--- config.mk ---
export PLATFORM = sky130hd
export DESIGN_NAME = jtcop_snd_post
export DESIGN_NICKNAME = d
export VERILOG_FILES = /design/src/rtl/jtcop_snd_pkg.sv /design/src/rtl/jtcop_snd_dcblk.sv /design/src/rtl/jtcop_snd_post.sv
export SDC_FILE = /design/constraint.sdc
export NUM_CORES = 1
export LEC_CHECK = 0
export CORE_ASPECT_RATIO = 1.1
export CORE_MARGIN = 2
export CORE_UTILIZATION = 45
export DETAILED_ROUTE_END_ITERATION = 10
export HOLD_SLACK_MARGIN = 0.12
export MAX_ROUTING_LAYER = met4
export SYNTH_ARGS = -nofsm -noshare
export SYNTH_HDL_FRONTEND = slang
export SYNTH_SLANG_ARGS = --single-unit
--- constraint.sdc ---
create_clock -name clk -period 14.85 [get_ports clk]
set_input_delay 2.2275 -clock clk [delete_from_list [all_inputs] [get_ports clk]]
set_output_delay 2.2275 -clock clk [all_outputs]
set_load 0.01 [all_outputs]
--- src/rtl/jtcop_snd_pkg.sv ---
// rtl/jtcop_snd_pkg.sv - shared constants and saturation helper for the sound post-processing stage
package jtcop_snd_pkg;

    localparam int          DEF_K        = 8;
    localparam logic [15:0] DEF_PEAK_THR = 16'h7000;
    localparam logic [7:0]  UNITY_GAIN   = 8'h10;

    typedef struct packed {
        logic        sat;
        logic [15:0] val;
    } sat16_t;

    // Narrower sources (the 18-bit DC blocker sum) are sign-extended to 25 bits by the caller
    function automatic sat16_t sat16(input logic signed [24:0] v);
        sat16_t r;
        r.sat = 1'b1;
        if (v > 25'sd32767) begin
            r.val = 16'h7fff;
        end else if (v < -25'sd32768) begin
            r.val = 16'h8000;
        end else begin
            r.sat = 1'b0;
            r.val = v[15:0];
        end
        return r;
    endfunction

endpackage

--- src/rtl/jtcop_snd_dcblk.sv ---
// rtl/jtcop_snd_dcblk.sv - stage 1: optional first-order DC-blocking high-pass with x1/y1 history
module jtcop_snd_dcblk
    import jtcop_snd_pkg::*;
#(
    parameter int K = DEF_K
) (
    input  logic        rst,
    input  logic        clk,
    input  logic        valid_i,
    input  logic        dc_en_i,
    input  logic [15:0] x_i,
    output logic        valid_o,
    output logic [15:0] y_o
);

    logic [15:0]        x1_q, y1_q, y_q;
    logic               valid_q;
    logic signed [17:0] t_w;
    logic [15:0]        y_d;

    always_comb begin
        t_w = 18'($signed(x_i)) - 18'($signed(x1_q))
            + 18'($signed(y1_q)) - 18'($signed(y1_q) >>> K);
        // Only the clamped value matters here; the clip flag is dropped by the size cast
        y_d = dc_en_i ? 16'(sat16(25'(t_w))) : x_i;
    end

    always_ff @(posedge clk or posedge rst) begin
        if (rst) begin
            x1_q    <= '0;
            y1_q    <= '0;
            y_q     <= '0;
            valid_q <= 1'b0;
        end else begin
            valid_q <= valid_i;
            if (valid_i) begin
                x1_q <= x_i;
                y1_q <= dc_en_i ? y_d : 16'h0000;
                y_q  <= y_d;
            end
        end
    end

    assign valid_o = valid_q;
    assign y_o     = y_q;

endmodule

--- src/rtl/jtcop_snd_post.sv ---
// rtl/jtcop_snd_post.sv - sound post-processing: DC blocker, Q4.4 gain with saturation, peak hold
module jtcop_snd_post
    import jtcop_snd_pkg::*;
#(
    parameter int          K        = DEF_K,
    parameter logic [15:0] PEAK_THR = DEF_PEAK_THR,
    parameter int          HOLD_SMP = 1024,
    parameter int          HW       = 10
) (
    input  logic        rst,
    input  logic        clk,
    input  logic        dc_en,
    input  logic [7:0]  gain,
    input  logic [15:0] snd_in,
    input  logic        sample_in,
    output logic [15:0] snd,
    output logic        sample,
    output logic        peak
);

    // Widen the hold counter if HW alone cannot represent HOLD_SMP
    localparam int             CW      = (HW > $clog2(HOLD_SMP + 1)) ? HW : $clog2(HOLD_SMP + 1);
    localparam logic [CW-1:0]  HOLD_LD = CW'(HOLD_SMP);

    logic               s1_valid;
    logic [15:0]        s1_y;

    logic signed [24:0] prod_w;
    sat16_t             gained_w;
    logic               s2_valid_q, s2_sat_q;
    logic [15:0]        s2_val_q;

    logic [16:0]        mag_w;
    logic               trig_w;
    logic [CW-1:0]      cnt_q, cnt_d;
    logic               peak_q, peak_d;
    logic [15:0]        snd_q, snd_d;
    logic               sample_q;

    jtcop_snd_dcblk #(.K(K)) u_dcblk (
        .rst     (rst),
        .clk     (clk),
        .valid_i (sample_in),
        .dc_en_i (dc_en),
        .x_i     (snd_in),
        .valid_o (s1_valid),
        .y_o     (s1_y)
    );

    always_comb begin
        prod_w   = 25'($signed(s1_y)) * 25'($signed({1'b0, gain}));
        gained_w = sat16(prod_w >>> 4);
    end

    always_ff @(posedge clk or posedge rst) begin
        if (rst) begin
            s2_valid_q <= 1'b0;
            s2_sat_q   <= 1'b0;
            s2_val_q   <= '0;
        end else begin
            s2_valid_q <= s1_valid;
            if (s1_valid) begin
                s2_sat_q <= gained_w.sat;
                s2_val_q <= gained_w.val;
            end
        end
    end

    // Two's-complement magnitude in 17 bits so that -32768 maps to 32768
    always_comb begin
        mag_w  = s2_val_q[15] ? (17'd0 - {s2_val_q[15], s2_val_q}) : {1'b0, s2_val_q};
        trig_w = s2_sat_q | (mag_w >= {1'b0, PEAK_THR});
    end

    always_comb begin
        cnt_d  = cnt_q;
        peak_d = peak_q;
        snd_d  = snd_q;
        if (s2_valid_q) begin
            snd_d = s2_val_q;
            if (trig_w) begin
                cnt_d  = HOLD_LD;
                peak_d = 1'b1;
            end else begin
                if (cnt_q != '0) begin
                    cnt_d = cnt_q - CW'(1);
                end
                peak_d = (cnt_d != '0);
            end
        end
    end

    always_ff @(posedge clk or posedge rst) begin
        if (rst) begin
            cnt_q    <= '0;
            peak_q   <= 1'b0;
            snd_q    <= '0;
            sample_q <= 1'b0;
        end else begin
            cnt_q    <= cnt_d;
            peak_q   <= peak_d;
            snd_q    <= snd_d;
            sample_q <= s2_valid_q;
        end
    end

    assign snd    = snd_q;
    assign sample = sample_q;
    assign peak   = peak_q;

endmodule

# After elaboration in Yosys (flattened, before gate mapping)
# Index checks and enable logic that the tools add are counted.
# word_totals
ff_bits	96
wordCells	39
out_inout_bits	18
# op_classes
mux	14
order_cmp	5
n_reduce_logical	2
n_bitwise	1
mul	1
add_sub_neg	5
# op_table
cell	count
2-to-1 mux 16 bit	6
2-to-1 mux 11 bit	4
multiplier 16 x 9 -> 25 bit	1
nonzero test 11 bit	2
greater-than comparator 21 x 16 -> 1 bit (second input constant)	1
less-than comparator 21 x 16 -> 1 bit (second input constant)	1
adder 17 x 16 -> 18 bit	1
greater-than comparator 18 x 16 -> 1 bit (second input constant)	1
less-than comparator 18 x 16 -> 1 bit (second input constant)	1
subtractor 18 x 8 -> 18 bit	1
>= comparator 17 x 15 -> 1 bit (second input constant)	1
2-to-1 mux 17 bit	1
subtractor 1 x 16 -> 17 bit (first input constant)	1
subtractor 16 x 16 -> 17 bit	1
subtractor 11 x 1 -> 11 bit (second input constant)	1
2-to-1 mux 1 bit	3
bitwise OR 1 bit	1

# Depth between registers and ports, before layout
# Gate-level depths: netlist of the first run.
# depth
word_depth	8
ltp_mapped	21

# Cells and area by module
# Synthesis of the first run repeated with hierarchy kept, for this count alone.
# hier_totals
hier_cells	1158
area_unflattened_um2	10794.1
# modules_own_cells
mod	cells_per_inst	area_each_um2	n_inst	seq_area_each_um2
jtcop_snd_post	769	6977.9	1	1176.1
jtcop_snd_dcblk	389	3816.2	1	1226.2

# Least setup slack after synthesis of the first run
# No wires, ideal clock.
# synth_path
path_kind	in2reg
start	input gain[3]
end	register s2_sat_q
required_time_ns	14.724
setup_time_ns	0.126
path_stages	20
arrival_time_ns	6.863
slack_ns	7.861
path_buffers	1
path_cell_list	clkbuf_1 > nand2_1 > inv_1 > fa_1 > inv_1 > fa_1 > inv_1 > fa_1 > inv_1 > fa_1 > inv_1 > ha_1 > nand2_1 > nor2_1 > nand3_1 > o311ai_1 > xnor2_2 > o2111ai_1 > nand2b_1 > a221o_1
# synth_between
elab_chain_cells	4
# synth_lines
element	line	rtl
start: declaration	jtcop_snd_post.sv:13	input logic [7:0] gain,
multiplier 16 x 9 -> 25 bit (*)	jtcop_snd_post.sv:51	prod_w = 25'($signed(s1_y)) * 25'($signed({1'b0, gain}));
less-than comparator 21 x 16 -> 1 bit	jtcop_snd_pkg.sv:19	end else if (v < -25'sd32768) begin
2-to-1 mux 1 bit	jtcop_snd_pkg.sv:19	
2-to-1 mux 1 bit (*)	jtcop_snd_pkg.sv:17	if (v > 25'sd32767) begin
end signal: assignment	jtcop_snd_post.sv:63	s2_sat_q <= gained_w.sat;
end: declaration	jtcop_snd_post.sv:30	logic s2_valid_q, s2_sat_q;
# Mark *: on every way between the ends. The rest lies on a longest branch, timed or not.
# A chain may end at the register's enable or synchronous reset.

# Worst setup path after layout of the first run
# layout_path
start	input gain[2]
end	register s2_sat_q
# Same word-level chain as after synthesis.

==> out/qor.yml, run 1 <==
global_route:
  antenna_found_initial: 0
  grt_pass1_vias: 8099
  overflow: 0
  grt_pass1_wl_um: 41630
  grt_max_degree: 74
  grtUsageTotal: 0.2055
routing:
  finalWirelength_um: 24180
  wl_met2_um: 11180
  first_pass_iters: 4
  ant_nets: 0
  routed-wl-met3_um: 919
  viasPerCell: 5.287
  wire_per_inst_um: 16.25
  wl_met1_um: 11710
  num_vias: 7867
  drt-initial-drc-count: 378
  drc: 0
  highest-signal-layer: "met4"
place:
  io_buffers: 45
  gp_congestion: 0.8879
  hpwl_um: 19300
timing:
  min_period_ns: 8.007
  final.setup_skew_ns: 0.009858
  setup_viol: 0
  slew_violations: 0
  rsz0062_at_grt: "no"
  worst_slew_pin_slew_ns: 1.084
  final-hold-violation-count: 0
  fmaxAchievable_ghz: 0.1249
  min_period_over_period: 0.5392
  slew_headroom: 0.2771
  setup-tns-final_ns: 0
yosys:
  synth.most_common_cell: "inv_1"
  yosys_warnings: 0
  synth_edf_count: 0
  netlist_area_um2: 10890
  ys_seq_area_frac: 0.2206
  syn_area_per_cell_um2: 9.362
  synthArstFlopShare: 1.000
  syn_inst: 1163
  yosysUniqueCellTypes: 73
  yosysTopAreaCellShare: 0.2464
  synth_nets: 1392
  yosys-top-cells-count: "228 x inv_1, 134 x fa_1, 97 x nand2_1"
  synth_area_leader_cell: "fa_1"
  synthTopCellsByArea: "fa_1 25%, dfrtp_1 22%, inv_1 7.9%, ha_1 7.7%, and2_1 4.4%"
  ys_ff_latch: 96
  synth_ff_type: "dfrtp_1"
die:
  num_rows: 59
  die_y_um: 167.1
  die-area_um2: 25460
  initial_core_util: 0.4595
  die_w_um: 152.3
  core_um2: 23700
  ios: 46
setup_path:
  required_ns: 15.09
  cp-start-kind: "primary input"
  crit_arrival_ns: 8.24
  crit_type: "in -> reg"
  critPathMaxFanout: 16
  endpoint_kind: "flop"
clock_network:
  numCtsBuffers: 9
  cts_root_buffer: "clkbuf_16"
  cts_tree: "built"
  cts_resized: 0
  clkSinkCount: 96
  insertion_delay_ns: 0.35
  htreeDepth: 3
  cts_hold_buf: 0
  clk_pin_slew_worst_paths_ns: 0.07
  postCtsSetupBuffers: 0
  cts.path.max_buffers: 2
finish:
  drive_above_1_share: 0.07439
  syn_to_final_growth_pct: 8.814
  nNetsFinal: 1407
  antenna_cells: 0
status:
  outcome: "finished clean"
worst_hold_path:
  hold_class: "reg -> reg"
run:
  maxCapViolCount: 0
[placed cells by master, fill, tap and decap left out, drive strengths merged, types with 8 or more instances in the layout]
master           n
a211oi          10
a21o            13
a21oi           59
a221oi          12
and2            77
clkbuf           9
clkdlybuf4s50   44
dfrtp           96
fa             134
ha              67
inv            231
mux2            23
nand2           99
nand2b          12
nand3           26
nand3b          11
nor2            31
nor2b            8
nor4             9
o2111ai         14
o211ai          14
o21ai           57
xnor2           23
xor2            12
[per-stage QoR]
step | instances | hold WS [ns] | setup slack [ns] | util | cell area (um2)
floorplan | 1163 | 0.3519 | 7.861 | - | 10890
global placement | 1472 | 0.4603 | 6.524 | 0.4867 | 11530
detailed placement | 1472 | 0.4688 | 6.483 | 0.4867 | 11530
CTS | 1488 | 0.4857 | 6.855 | 0.5000 | 11850
global route | 1488 | 0.5231 | 6.372 | 0.5000 | 11850
finish | 1488 | 0.4847 | 6.843 | 0.5000 | 11850
[critical path, stage by stage]
cell	delay (ns)
clkdlybuf4s50_1	0.88
nand2_1	0.17
fa_1	0.58
inv_1	0.06
fa_1	0.47
fa_1	0.49
inv_1	0.05
fa_1	0.56
inv_1	0.06
ha_1	0.43
a2111oi_4	0.38
o21ai_1	0.12
o22ai_2	0.26
o21ai_2	0.13
xnor2_1	0.20
nor4_4	0.65
a211oi_2	0.21
a221o_1	0.29
[path summary, 6_finish.rpt]
kind	start	slack, ns	depth (start not counted)	end
min	cnt_q[7]	0.48	2	cnt_q[7]
max	gain[2]	6.84	18	s2_sat_q
max in group asynchronous	rst	11.43	3	sample
min reg2reg	cnt_q[7]	0.48	2	cnt_q[7]
min in group asynchronous	rst	2.19	2	u_dcblk.x1_q[13]
max reg2reg	u_dcblk.y_o[15]	9.01	17	s2_sat_q
[state kept, by name (all words and copies together), names as in the netlist]
register / flops
u_dcblk.valid_o: 1
s2_valid_q: 1
sample: 1
s2_val_q: 16
snd: 16
u_dcblk.y_o: 16
u_dcblk.x1_q: 16
peak: 1
s2_sat_q: 1
cnt_q: 11
u_dcblk.y1_q: 16
[metal layers]
metal  up-vias  global-route usage
li1       3834                   -
met1      3865              0.2929
met2       148              0.3228
met3        20             0.02407
met4         0             0.03698
met5         -                   -
[cell type report]
type,count,area [um2]
repair buffers,49,475.5
flip-flops and latches,96,2402
clock buffers,9,225.2
well taps,305,381.6
multi-input cells,793,7411
clock inverters,7,90.09
inverters,229,862.1
fillers,2171,11850
[kinds of logic after synthesis]
family | after synthesis | share of synthesized area
and+or+nand+nor | 298 | 0.1517
buffers and inverters | 274 | 0.09871
AOI/OAI and AO/OA | 232 | 0.1486
adders and majority gates | 201 | 0.3234
DFF | 96 | 0.2206
xor gates and xnor gates | 35 | 0.02953
muxes | 27 | 0.02747
Power of run 1 is not shown: default switching activity piles up to over one toggle a cycle in this logic, so the estimate is an artifact.
==> run 2: changes to the inputs <==
- clock period: 14.85 -> 7.8 ns (I/O delays scaled with it)
==> run 2 against run 1 <==
  * Wire length grew 2.8%
  * Cell area rose by 0.15%
  * Die area is the same
  * Sequential share of layout area barely moved
  * Utilization is 0.074 points higher
  * Flip-flop and latch count did not move
  * Clock-buffer cell count rose by 1
==> out/qor.yml, run 2 (synthesis results as in run 1) <==
clock_network:
  htreeDepth: 3  # unchanged
  numCtsBuffers: 9  # unchanged
  cts_root_buffer: "clkbuf_16"
  cts_tree: "built"
  postCtsSetupBuffers: 0  # unchanged
  cts.path.max_buffers: 2  # unchanged
  clkSinkCount: 96  # unchanged
  insertion_delay_ns: 0.35  # about the same
  cts_hold_buf: 0  # unchanged
  cts_resized: 0  # unchanged
  clk_pin_slew_worst_paths_ns: 0.08  # about the same
finish:
  drive_above_1_share: 0.07517  # +0.0007818
  final_cell_mix: "227 x inv_1, 134 x fa_1, 97 x nand2_1, 96 x dfrtp_1, 76 x and2_1"
  mostFrequentLayoutCell: "inv_1"
  nNetsFinal: 1408  # +0.071%
  antenna_cells: 0  # unchanged
  final_cells: 1489  # +0.067%
  syn_to_final_growth_pct: 8.975
routing:
  ant_nets: 0  # unchanged
  drt-initial-drc-count: 289  # -24%
  wire_per_inst_um: 16.69  # +2.7%
  viasPerCell: 5.251  # -0.69%
  finalWirelength_um: 24850  # +2.8%
  first_pass_iters: 5  # +1
  num_vias: 7818  # -0.62%
  drc: 0  # unchanged
die:
  die-area_um2: 25460  # unchanged
  die_y_um: 167.1  # unchanged
  die_w_um: 152.3  # unchanged
  core_um2: 23700  # unchanged
  num_rows: 59  # unchanged
  initial_core_util: 0.4595  # unchanged
  ios: 46  # unchanged
global_route:
  antenna_found_initial: 0  # unchanged
  grt_pass1_vias: 8002  # -1.2%
  grt_pass1_wl_um: 41660  # about the same
  grtUsageTotal: 0.2079  # +0.002404
  overflow: 0  # unchanged
  grt_max_degree: 74  # unchanged
timing:
  worst_slew_pin_slew_ns: 1.104  # +0.02003 ns
  fmaxAchievable_ghz: 0.1455
  rsz0062_at_grt: "no"
  min_period_ns: 6.872
  final.setup_skew_ns: 0.01197  # +0.002117 ns
  holdWs_ns: 0.4956  # +0.01084 ns
  final-hold-violation-count: 0  # unchanged
  slew_violations: 0  # unchanged
  setup_viol: 0  # unchanged
  setup-tns-final_ns: 0  # unchanged
  min_period_over_period: 0.8810
  slew_headroom: 0.2637  # -0.01335
setup_path:
  max_stage_delay_ns: 0.73  # -0.15 ns
  cp_num_buf_inv: 7  # +3
  required_ns: 8.03  # -7.06 ns
  cp_cell_sequence: "clkdlybuf4s50_1 -> nand2_1 -> inv_1 -> fa_1 -> inv_1 -> fa_1 -> inv_1 -> fa_1 -> inv_1 -> fa_1 -> inv_1 -> ha_1 -> a21oi_1 -> o21ai_1 -> a21o_1 -> a21oi_1 -> nand3_2 -> nor4_4 -> buf_4 -> a211oi_2 -> a221o_1"
  endpoint_kind: "flop"
  critPathMostFrequentCell: "inv_1"
  cp_top_family: "adder cells"
  cp-start-kind: "primary input"
  critPathMaxFanout: 16  # unchanged
  cpMaxStageDelayCell: "clkdlybuf4s50_1"
  crit_arrival_ns: 7.11  # -1.13 ns
  crit_type: "in -> reg"
place:
  dp.cells: 1473  # +0.068%
  gp_congestion: 0.8768  # -1.3%
  hpwl_um: 19660  # +1.9%
  io_buffers: 45  # unchanged
status:
  outcome: "finished clean"
worst_hold_path:
  hold_class: "reg -> reg"
run:
  maxCapViolCount: 0  # unchanged
## run 2: cell types whose count changed in the layout (fill, tap and decap cells not counted)
cell	change
buf_4	+1
clkbuf_8	+1
clkinvlp_4	-2
inv_8	+1
## run 2: through the flow
stage / instance area (um2) / setup WS, ns / util
2_1_floorplan: 10890 / 1.869 / -
3_3_place_gp: 11540 / 0.5901 / 0.4870
3_5_place_dp: 11540 / 0.5359 / 0.4870
4_1_cts: 11870 / 0.9027 / 0.5007
5_1_grt: 11870 / 0.4771 / 0.5007
6_report: 11870 / 0.9279 / 0.5007
## run 2: cell type report
| type | instances | area, um2 |
|---|---|---|
| tap | 305 | 381.6 |
| multi-input combinational | 793 | 7411 |
| fill | 2225 | 11830 |
| inverter | 229 | 862.1 |
| timing repair buffer | 50 | 483.0 |
| clock inverter | 6 | 86.33 |
| sequential | 96 | 2402 |
| clock buffer | 10 | 239.0 |
## run 2: routing by layer
metal | wire length [um] | vias to the layer above | GRT usage
met5 | 0 | - | -
met2 | 11850 | 107 | 0.3380
met4 | 208 | 0 | 0.03251
met3 | 569 | 11 | 0.02510
li1 | - | 3831 | -
met1 | 12220 | 3869 | 0.2878
## run 2: tightest hold or removal path, stage by stage, from the launching register on
cell and delay, ns:
dfrtp_1 0.35, nand2_1 0.05, o31ai_1 0.06
## run 2: path summary, 6_finish.rpt
check	start	endpoint	slack [ns]	cells after the start
min in group asynchronous	rst	u_dcblk.x1_q[13]	1.13	2
worst min-delay path	cnt_q[7]	cnt_q[7]	0.50	2
worst min register to register	cnt_q[7]	cnt_q[7]	0.50	2
worst max-delay path	gain[3]	s2_sat_q	0.93	21
max in group asynchronous	rst	u_dcblk.y1_q[2]	5.43	3
worst max register to register	u_dcblk.y_o[15]	s2_val_q[14]	2.01	16
Power of run 2 is left out for the same reason.
